===== config.mk =====
export PLATFORM = sky130hd
export DESIGN_NAME = mfp_multi_digit_seven_segment_display
export DESIGN_NICKNAME = d
export VERILOG_FILES = /design/src/rtl/mfp_multi_digit_seven_segment_display_pkg.sv /design/src/rtl/mfp_single_digit_seven_segment_display.sv /design/src/rtl/mfp_multi_digit_seven_segment_display.sv
export SDC_FILE = /design/constraint.sdc
export NUM_CORES = 1
export LEC_CHECK = 0
export BUFFER_PORTS_ARGS = -buffer_cell sky130_fd_sc_hd__buf_2
export CAP_MARGIN = 15
export CORE_ASPECT_RATIO = 1.2
export CORE_UTILIZATION = 55
export DETAILED_ROUTE_END_ITERATION = 8
export PLACE_DENSITY = 0.91
export SETUP_SLACK_MARGIN = 0.02
export SLEW_MARGIN = 0
export SYNTH_ARGS = -nofsm -noshare
export SYNTH_HDL_FRONTEND = slang
export SYNTH_SLANG_ARGS = --single-unit
export TNS_END_PERCENT = 50

===== constraint.sdc =====
create_clock -name clk -period 3.2 [get_ports clk]
set_input_delay 0.32 -clock clk [delete_from_list [all_inputs] [get_ports clk]]
set_output_delay 0.32 -clock clk [all_outputs]
set_load 0.02 [all_outputs]

===== src/rtl/mfp_multi_digit_seven_segment_display_pkg.sv =====
// Shared types and the hex glyph table for the multiplexed seven-segment driver.
//   seg_t          : 7-bit segment vector, gfedcba order
//   SEG_ALL_OFF_N  : active-low "all segments dark" pattern
//   hex_to_seg_n() : nibble -> active-low gfedcba glyph
package mfp_multi_digit_seven_segment_display_pkg;

  localparam int SEG_W = 7;

  typedef logic [SEG_W-1:0] seg_t;

  localparam seg_t SEG_ALL_OFF_N = 7'h7F;

  function automatic seg_t hex_to_seg_n(input logic [3:0] hex);
    seg_t glyph;
    case (hex)
      4'h0:    glyph = 7'b1000000;
      4'h1:    glyph = 7'b1111001;
      4'h2:    glyph = 7'b0100100;
      4'h3:    glyph = 7'b0110000;
      4'h4:    glyph = 7'b0011001;
      4'h5:    glyph = 7'b0010010;
      4'h6:    glyph = 7'b0000010;
      4'h7:    glyph = 7'b1111000;
      4'h8:    glyph = 7'b0000000;
      4'h9:    glyph = 7'b0010000;
      4'hA:    glyph = 7'b0001000;
      4'hB:    glyph = 7'b0000011;
      4'hC:    glyph = 7'b1000110;
      4'hD:    glyph = 7'b0100001;
      4'hE:    glyph = 7'b0000110;
      default: glyph = 7'b0001110;
    endcase
    return glyph;
  endfunction

endpackage


===== src/rtl/mfp_single_digit_seven_segment_display.sv =====
// Single-digit hex to seven-segment decoder (purely combinational).
//   digit          in  [3:0] : hex nibble
//   seven_segments out [6:0] : active-low segments, gfedcba order
module mfp_single_digit_seven_segment_display
  import mfp_multi_digit_seven_segment_display_pkg::*;
(
  input  logic [3:0] digit,
  output logic [6:0] seven_segments
);

  always_comb begin
    seven_segments = hex_to_seg_n(digit);
  end

endmodule


===== src/rtl/mfp_multi_digit_seven_segment_display.sv =====
// Time-multiplexed N-digit seven-segment driver with PWM dimming, per-slot
// dead time, leading-zero blanking and per-frame input snapshotting.
//   clk, resetn        : clock, async active-low reset
//   digits  [4N-1:0]   : hex nibbles, nibble i -> digit i (digit N-1 is MSD)
//   dp_in   [N-1:0]    : decimal point per digit
//   digit_en[N-1:0]    : per-digit enable (disabled digits are never selected)
//   brightness[BW-1:0] : PWM duty, all-ones = always on, 0 = dark
//   blank_lz           : leading-zero blanking enable
//   seg[6:0], dp       : shared segment lines (gfedcba), polarity SEG_ACTIVE_LOW
//   sel[N-1:0]         : one-hot or all-off digit select, polarity SEL_ACTIVE_LOW
//   frame_start        : one-cycle pulse when the outputs first show digit 0
module mfp_multi_digit_seven_segment_display
  import mfp_multi_digit_seven_segment_display_pkg::*;
#(
  parameter int N_DIGITS       = 8,
  parameter int SCAN_DIV_LOG2  = 10,
  parameter int BRIGHT_W       = 4,
  parameter int DEAD_CYCLES    = 4,
  parameter bit SEG_ACTIVE_LOW = 1'b1,
  parameter bit SEL_ACTIVE_LOW = 1'b1
) (
  input  logic                  clk,
  input  logic                  resetn,
  input  logic [4*N_DIGITS-1:0] digits,
  input  logic [N_DIGITS-1:0]   dp_in,
  input  logic [N_DIGITS-1:0]   digit_en,
  input  logic [BRIGHT_W-1:0]   brightness,
  input  logic                  blank_lz,
  output logic [6:0]            seg,
  output logic                  dp,
  output logic [N_DIGITS-1:0]   sel,
  output logic                  frame_start
);

  localparam int IDX_W = $clog2(N_DIGITS);
  localparam logic [IDX_W-1:0]    IDX_LAST    = IDX_W'(N_DIGITS - 1);
  localparam logic [BRIGHT_W-1:0] BRIGHT_FULL = '1;
  localparam seg_t                SEG_IDLE    = {SEG_W{SEG_ACTIVE_LOW}};
  localparam logic [N_DIGITS-1:0] SEL_IDLE    = {N_DIGITS{SEL_ACTIVE_LOW}};

  logic [SCAN_DIV_LOG2-1:0] slot_cnt;
  logic [IDX_W-1:0]         idx;
  logic                     primed;

  logic [4*N_DIGITS-1:0] snap_digits;
  logic [N_DIGITS-1:0]   snap_dp;
  logic [N_DIGITS-1:0]   snap_en;
  logic [BRIGHT_W-1:0]   snap_bright;
  logic                  snap_blank_lz;

  logic slot_end;
  logic frame_wrap;

  assign slot_end   = &slot_cnt;
  assign frame_wrap = slot_end && (idx == IDX_LAST);

  // Snapshot is taken on the edge that wraps idx to 0. It is also taken on
  // the very first edge after reset, so the first frame after reset is
  // driven by live inputs rather than by the zeroed snapshot (which would
  // otherwise keep the display dark for a whole frame).
  always_ff @(posedge clk or negedge resetn) begin
    if (!resetn) begin
      slot_cnt      <= '0;
      idx           <= '0;
      primed        <= 1'b0;
      snap_digits   <= '0;
      snap_dp       <= '0;
      snap_en       <= '0;
      snap_bright   <= '0;
      snap_blank_lz <= 1'b0;
    end else begin
      slot_cnt <= slot_cnt + SCAN_DIV_LOG2'(1);
      primed   <= 1'b1;
      if (slot_end) begin
        idx <= (idx == IDX_LAST) ? '0 : idx + IDX_W'(1);
      end
      if (!primed || frame_wrap) begin
        snap_digits   <= digits;
        snap_dp       <= dp_in;
        snap_en       <= digit_en;
        snap_bright   <= brightness;
        snap_blank_lz <= blank_lz;
      end
    end
  end

  // Leading-zero blanking: scan from the MSD down; a digit stays blank until
  // a non-zero nibble or a set dp is found at or above it. Digit 0 never blanks.
  logic [N_DIGITS-1:0] lz_blank;

  always_comb begin
    logic seen;
    seen     = 1'b0;
    lz_blank = '0;
    for (int i = N_DIGITS - 1; i >= 0; i--) begin
      seen        = seen | (snap_digits[4*i +: 4] != 4'h0) | snap_dp[i];
      lz_blank[i] = snap_blank_lz && (i != 0) && !seen;
    end
  end

  logic [3:0] cur_nibble;
  seg_t       dec_seg_n;

  assign cur_nibble = snap_digits[{idx, 2'b00} +: 4];

  mfp_single_digit_seven_segment_display u_decoder (
    .digit          (cur_nibble),
    .seven_segments (dec_seg_n)
  );

  logic past_dead;

  if (DEAD_CYCLES == 0) begin : g_no_dead
    assign past_dead = 1'b1;
  end else begin : g_dead
    assign past_dead = (slot_cnt >= SCAN_DIV_LOG2'(DEAD_CYCLES));
  end

  logic duty_ok;
  logic sel_on;
  logic show;

  // Duty compares the top BRIGHT_W bits of the slot counter, so each
  // brightness step is an equal fraction of the slot.
  assign duty_ok = (snap_bright == BRIGHT_FULL) ||
                   (slot_cnt[SCAN_DIV_LOG2-1 -: BRIGHT_W] < snap_bright);
  assign sel_on  = snap_en[idx] && past_dead && duty_ok;
  assign show    = sel_on && !lz_blank[idx];

  seg_t                seg_hi;
  logic                dp_hi;
  logic [N_DIGITS-1:0] sel_hi;

  always_comb begin
    seg_hi      = show ? ~dec_seg_n : '0;
    dp_hi       = show && snap_dp[idx];
    sel_hi      = '0;
    sel_hi[idx] = sel_on;
  end

  always_ff @(posedge clk or negedge resetn) begin
    if (!resetn) begin
      seg         <= SEG_IDLE;
      dp          <= SEG_ACTIVE_LOW;
      sel         <= SEL_IDLE;
      frame_start <= 1'b0;
    end else begin
      seg         <= seg_hi ^ SEG_IDLE;
      dp          <= dp_hi ^ SEG_ACTIVE_LOW;
      sel         <= sel_hi ^ SEL_IDLE;
      frame_start <= primed && (slot_cnt == '0) && (idx == '0);
    end
  end

endmodule

==> insert_results.sql <==
INSERT INTO impl_metrics (metric_group, metric, value, unit) VALUES
('clocking', 'tritoncts.num_buffers', '9', ''),
('place', 'placement.setup.worst_slack', '0.453', 'ns'),
('finish', 'nets', '476', ''),
('clocking', 'ctsLongestPathBuffers', '2', ''),
('logic_synthesis', 'synth.net_count', '404', ''),
('sta', 'finalSetupViolations', '0', ''),
('place', 'place.detailed.instances', '486', ''),
('logic_synthesis', 'async_flop_share', '100', '%'),
('clocking', 'cts_setup_buffers', '0', ''),
('floorplan', 'row_count', '34', ''),
('global_routing', 'gr-total-overflow', '0', ''),
('drt', 'via_density', '5.75', ''),
('sta', 'layout_worst_path_cycle_share', '88.8', '%'),
('sta', 'setup_ws', '0.358', 'ns'),
('global_routing', 'groute.layer.met1.usage', '29.6', '%'),
('sta', 'tightest_slew', '0.869', 'ns'),
('global_routing', 'routing_usage_on_met2', '37.7', '%'),
('logic_synthesis', 'synth_seq_cells', '84', ''),
('global_routing', 'first_global_vias', '2961', ''),
('setup_path', 'critical_path.endpoint_type', 'flip-flop', ''),
('global_routing', 'pin_count_of_the_biggest_net_entering_global_routing', '72', ''),
('logic_synthesis', 'syn_inst', '335', ''),
('logic_synthesis', 'ys_warn_count', '0', ''),
('finish', 'mostFrequentLayoutCell', 'sky130_fd_sc_hd__buf_2', ''),
('drt', 'drt-wirelength-per-cell', '16.7', 'um'),
('clocking', 'quantity_of_hold_fixing_buffers_added_after_cts', '0', ''),
('sta', 'hold_viol', '0', ''),
('floorplan', 'initial_core_util', '56.7', '%'),
('drt', 'drt_total_wl', '8.35', 'mm'),
('global_routing', 'gr_util_met3', '6.79', '%'),
('drt', 'remaining_drc_errors', '0', ''),
('global_routing', 'grt_first_pass_wirelength', '13.9', 'mm'),
('place', 'detailedPlacementHpwl', '6.22', 'mm'),
('drt', 'vias', '2880', ''),
('clocking', 'cts.clk_slew.worst_paths', '0.08', 'ns'),
('sta', 'grt_setup_unrepaired', 'false', ''),
('clocking', 'cts.sink_count', '84', ''),
('sta', 'slew_viol_final', '0', ''),
('clocking', 'cts-htree-levels', '3', ''),
('place', 'globalplace.congestion', '0.925', ''),
('logic_synthesis', 'avgSynthCellArea', '12.3', 'um2'),
('finish', 'area_growth', '15.0', '%'),
('finish', 'proportion_of_layout_cells_with_a_drive_suffix_above_1', '42.8', '%'),
('sta', 'timing.clock.skew', '0.0128', 'ns'),
('logic_synthesis', 'synth_edf_count', '0', ''),
('power_and_ir_drop', 'design_power_total', '2410', 'uW'),
('finish', 'finalNonFillerCells', '501', ''),
('floorplan', 'ios', '72', ''),
('status', 'run_status', 'finished, final reports clean', ''),
('drt', 'detailedRoute.firstPassIterationCount', '4', ''),
('global_routing', 'grt-busiest-layer', 'met2', ''),
('floorplan', 'placeableCoreArea', '7270', 'um2'),
('power_and_ir_drop', 'power_density', '508', 'nW/um2'),
('clocking', 'cts_root_buf', 'sky130_fd_sc_hd__clkbuf_8', ''),
('power_and_ir_drop', 'cellLeakagePower', '0.00215', 'uW'),
('setup_path', 'timing.critical_path.from_type', 'flip-flop', ''),
('global_routing', 'grt.total_usage', '23.6', '%'),
('drt', 'drt_iter0_drc', '155', ''),
('global_routing', 'antenna_found_initial', '0', ''),
('hold_path', 'worstHoldPathType', 'input pin to async pin', ''),
('logic_synthesis', 'seq_area_frac_synth', '51.4', '%'),
('place', 'numPortBuffers', '71', ''),
('finish', 'layout_common_cells', 'sky130_fd_sc_hd__buf_2 (70), sky130_fd_sc_hd__dfrtp_1 (68), sky130_fd_sc_hd__mux2_2 (60), sky130_fd_sc_hd__nand2_1 (20), sky130_fd_sc_hd__nor2_1 (17)', ''),
('setup_path', 'arrival', '3.09', 'ns'),
('finish', 'utilization', '65.3', '%'),
('run', 'maxCapViolCount', '0', ''),
('setup_path', 'path_max_fanout', '18', ''),
('setup_path', 'required', '3.45', 'ns'),
('logic_synthesis', 'netlist_area', '4130', 'um2'),
('drt', 'drtAntennaViolNets', '0', ''),
('power_and_ir_drop', 'peak_supply_drop', '373', 'uV');
-- logic make-up (layout without fill, tap and decap cells) --
family	count (synthesis)	count (layout)	share of synthesized area, %
flops	84	84	51.4
simple gates	80	80	10.1
mux	71	71	19.0
compound gates	46	46	8.52
buf+inv	31	107	4.94
fa+ha+maj	14	14	4.24
xor+xnor	8	8	1.70
other cells	1	1	0.0908
-- state kept, by name (all words and copies together), names as in the netlist --
name	count
snap_bright	4
frame_start	1
idx	3
seg	7
dp	1
primed	1
snap_dp	8
snap_en	8
snap_digits	32
slot_cnt	10
snap_blank_lz	1
sel	8
-- where the power goes --
group          switching [uW]  internal [uW]
Combinational             153            150
Clock                     357            533
Sequential               62.6           1160
-- routing by layer --
layer	vias up	routed length, um
met5	-	0
met4	0	222
met2	102	4180
met1	1413	3530
li1	1345	-
met3	20	424
-- synth_stat cells (2+ instances only) --
cell                       count  area share (%)
sky130_fd_sc_hd__a211o_1       2            0.42
sky130_fd_sc_hd__a211oi_2      2            0.61
sky130_fd_sc_hd__a21o_1        2            0.36
sky130_fd_sc_hd__a21oi_1       5            0.61
sky130_fd_sc_hd__a221oi_1      2            0.42
sky130_fd_sc_hd__a22o_1        2            0.42
sky130_fd_sc_hd__and3_1        5            0.76
sky130_fd_sc_hd__buf_2         5            0.61
sky130_fd_sc_hd__buf_6         5             1.4
sky130_fd_sc_hd__clkbuf_8      4             1.3
sky130_fd_sc_hd__dfrtp_1      68              41
sky130_fd_sc_hd__dfstp_2      16              10
sky130_fd_sc_hd__ha_1         14             4.2
sky130_fd_sc_hd__inv_1        15             1.4
sky130_fd_sc_hd__mux2_2       60              16
sky130_fd_sc_hd__mux2i_1      11             2.7
sky130_fd_sc_hd__nand2_1      20             1.8
sky130_fd_sc_hd__nand2b_1      2            0.30
sky130_fd_sc_hd__nand3_1       9             1.1
sky130_fd_sc_hd__nand4b_1      2            0.42
sky130_fd_sc_hd__nor2_1       17             1.5
sky130_fd_sc_hd__nor2b_1       4            0.61
sky130_fd_sc_hd__nor3_1        6            0.73
sky130_fd_sc_hd__nor4_1        4            0.61
sky130_fd_sc_hd__o21ai_0       9             1.1
sky130_fd_sc_hd__o221ai_1      3            0.64
sky130_fd_sc_hd__o22ai_1       4            0.61
sky130_fd_sc_hd__o311ai_0      2            0.42
sky130_fd_sc_hd__or4_1         4            0.73
sky130_fd_sc_hd__xnor2_1       3            0.64
sky130_fd_sc_hd__xor2_1        5             1.1
-- path summary, 6_finish.rpt --
kind	from	to	slack [ns]	depth (start not counted)
hold / removal	resetn	snap_digits[29]	0.06	1
setup reg to reg	idx[1]	seg[3]	0.36	8
setup / recovery	idx[1]	seg[3]	0.36	8
min in group clk	digit_en[3]	snap_en[3]	0.19	2
max in group asynchronous	resetn	seg[3]	2.31	2
hold reg to reg	slot_cnt[0]	slot_cnt[0]	0.51	1
-- worst max-delay path, cell delays in order, from the launching register on --
cell and delay [ns]:
sky130_fd_sc_hd__dfrtp_1 0.69, sky130_fd_sc_hd__mux2_2 0.39, sky130_fd_sc_hd__a22oi_1 0.15, sky130_fd_sc_hd__nor2_1 0.06
sky130_fd_sc_hd__nor3_1 0.54, sky130_fd_sc_hd__inv_1 0.22, sky130_fd_sc_hd__ha_1 0.31, sky130_fd_sc_hd__a211oi_1 0.25
sky130_fd_sc_hd__o21ai_0 0.13
-- layout make-up --
cell class,count,area (um2)
Tap cell,90,113
Clock buffer,10,138
Multi-Input combinational cell,220,1800
Fill cell,561,2530
Inverter,15,56.3
Sequential cell,84,2120
Timing Repair Buffer,77,415
Clock inverter,5,100
-- through the flow --
step / hold WS, ns / area (um2)
after floorplan: 0.0244 / 4130
after global placement: 0.483 / 4510
after detailed placement: 0.497 / 4510
after CTS: 0.111 / 4750
after global routing: 0.148 / 4750
final: 0.0641 / 4750
No activity file was read; power rests on OpenSTA's default activity.
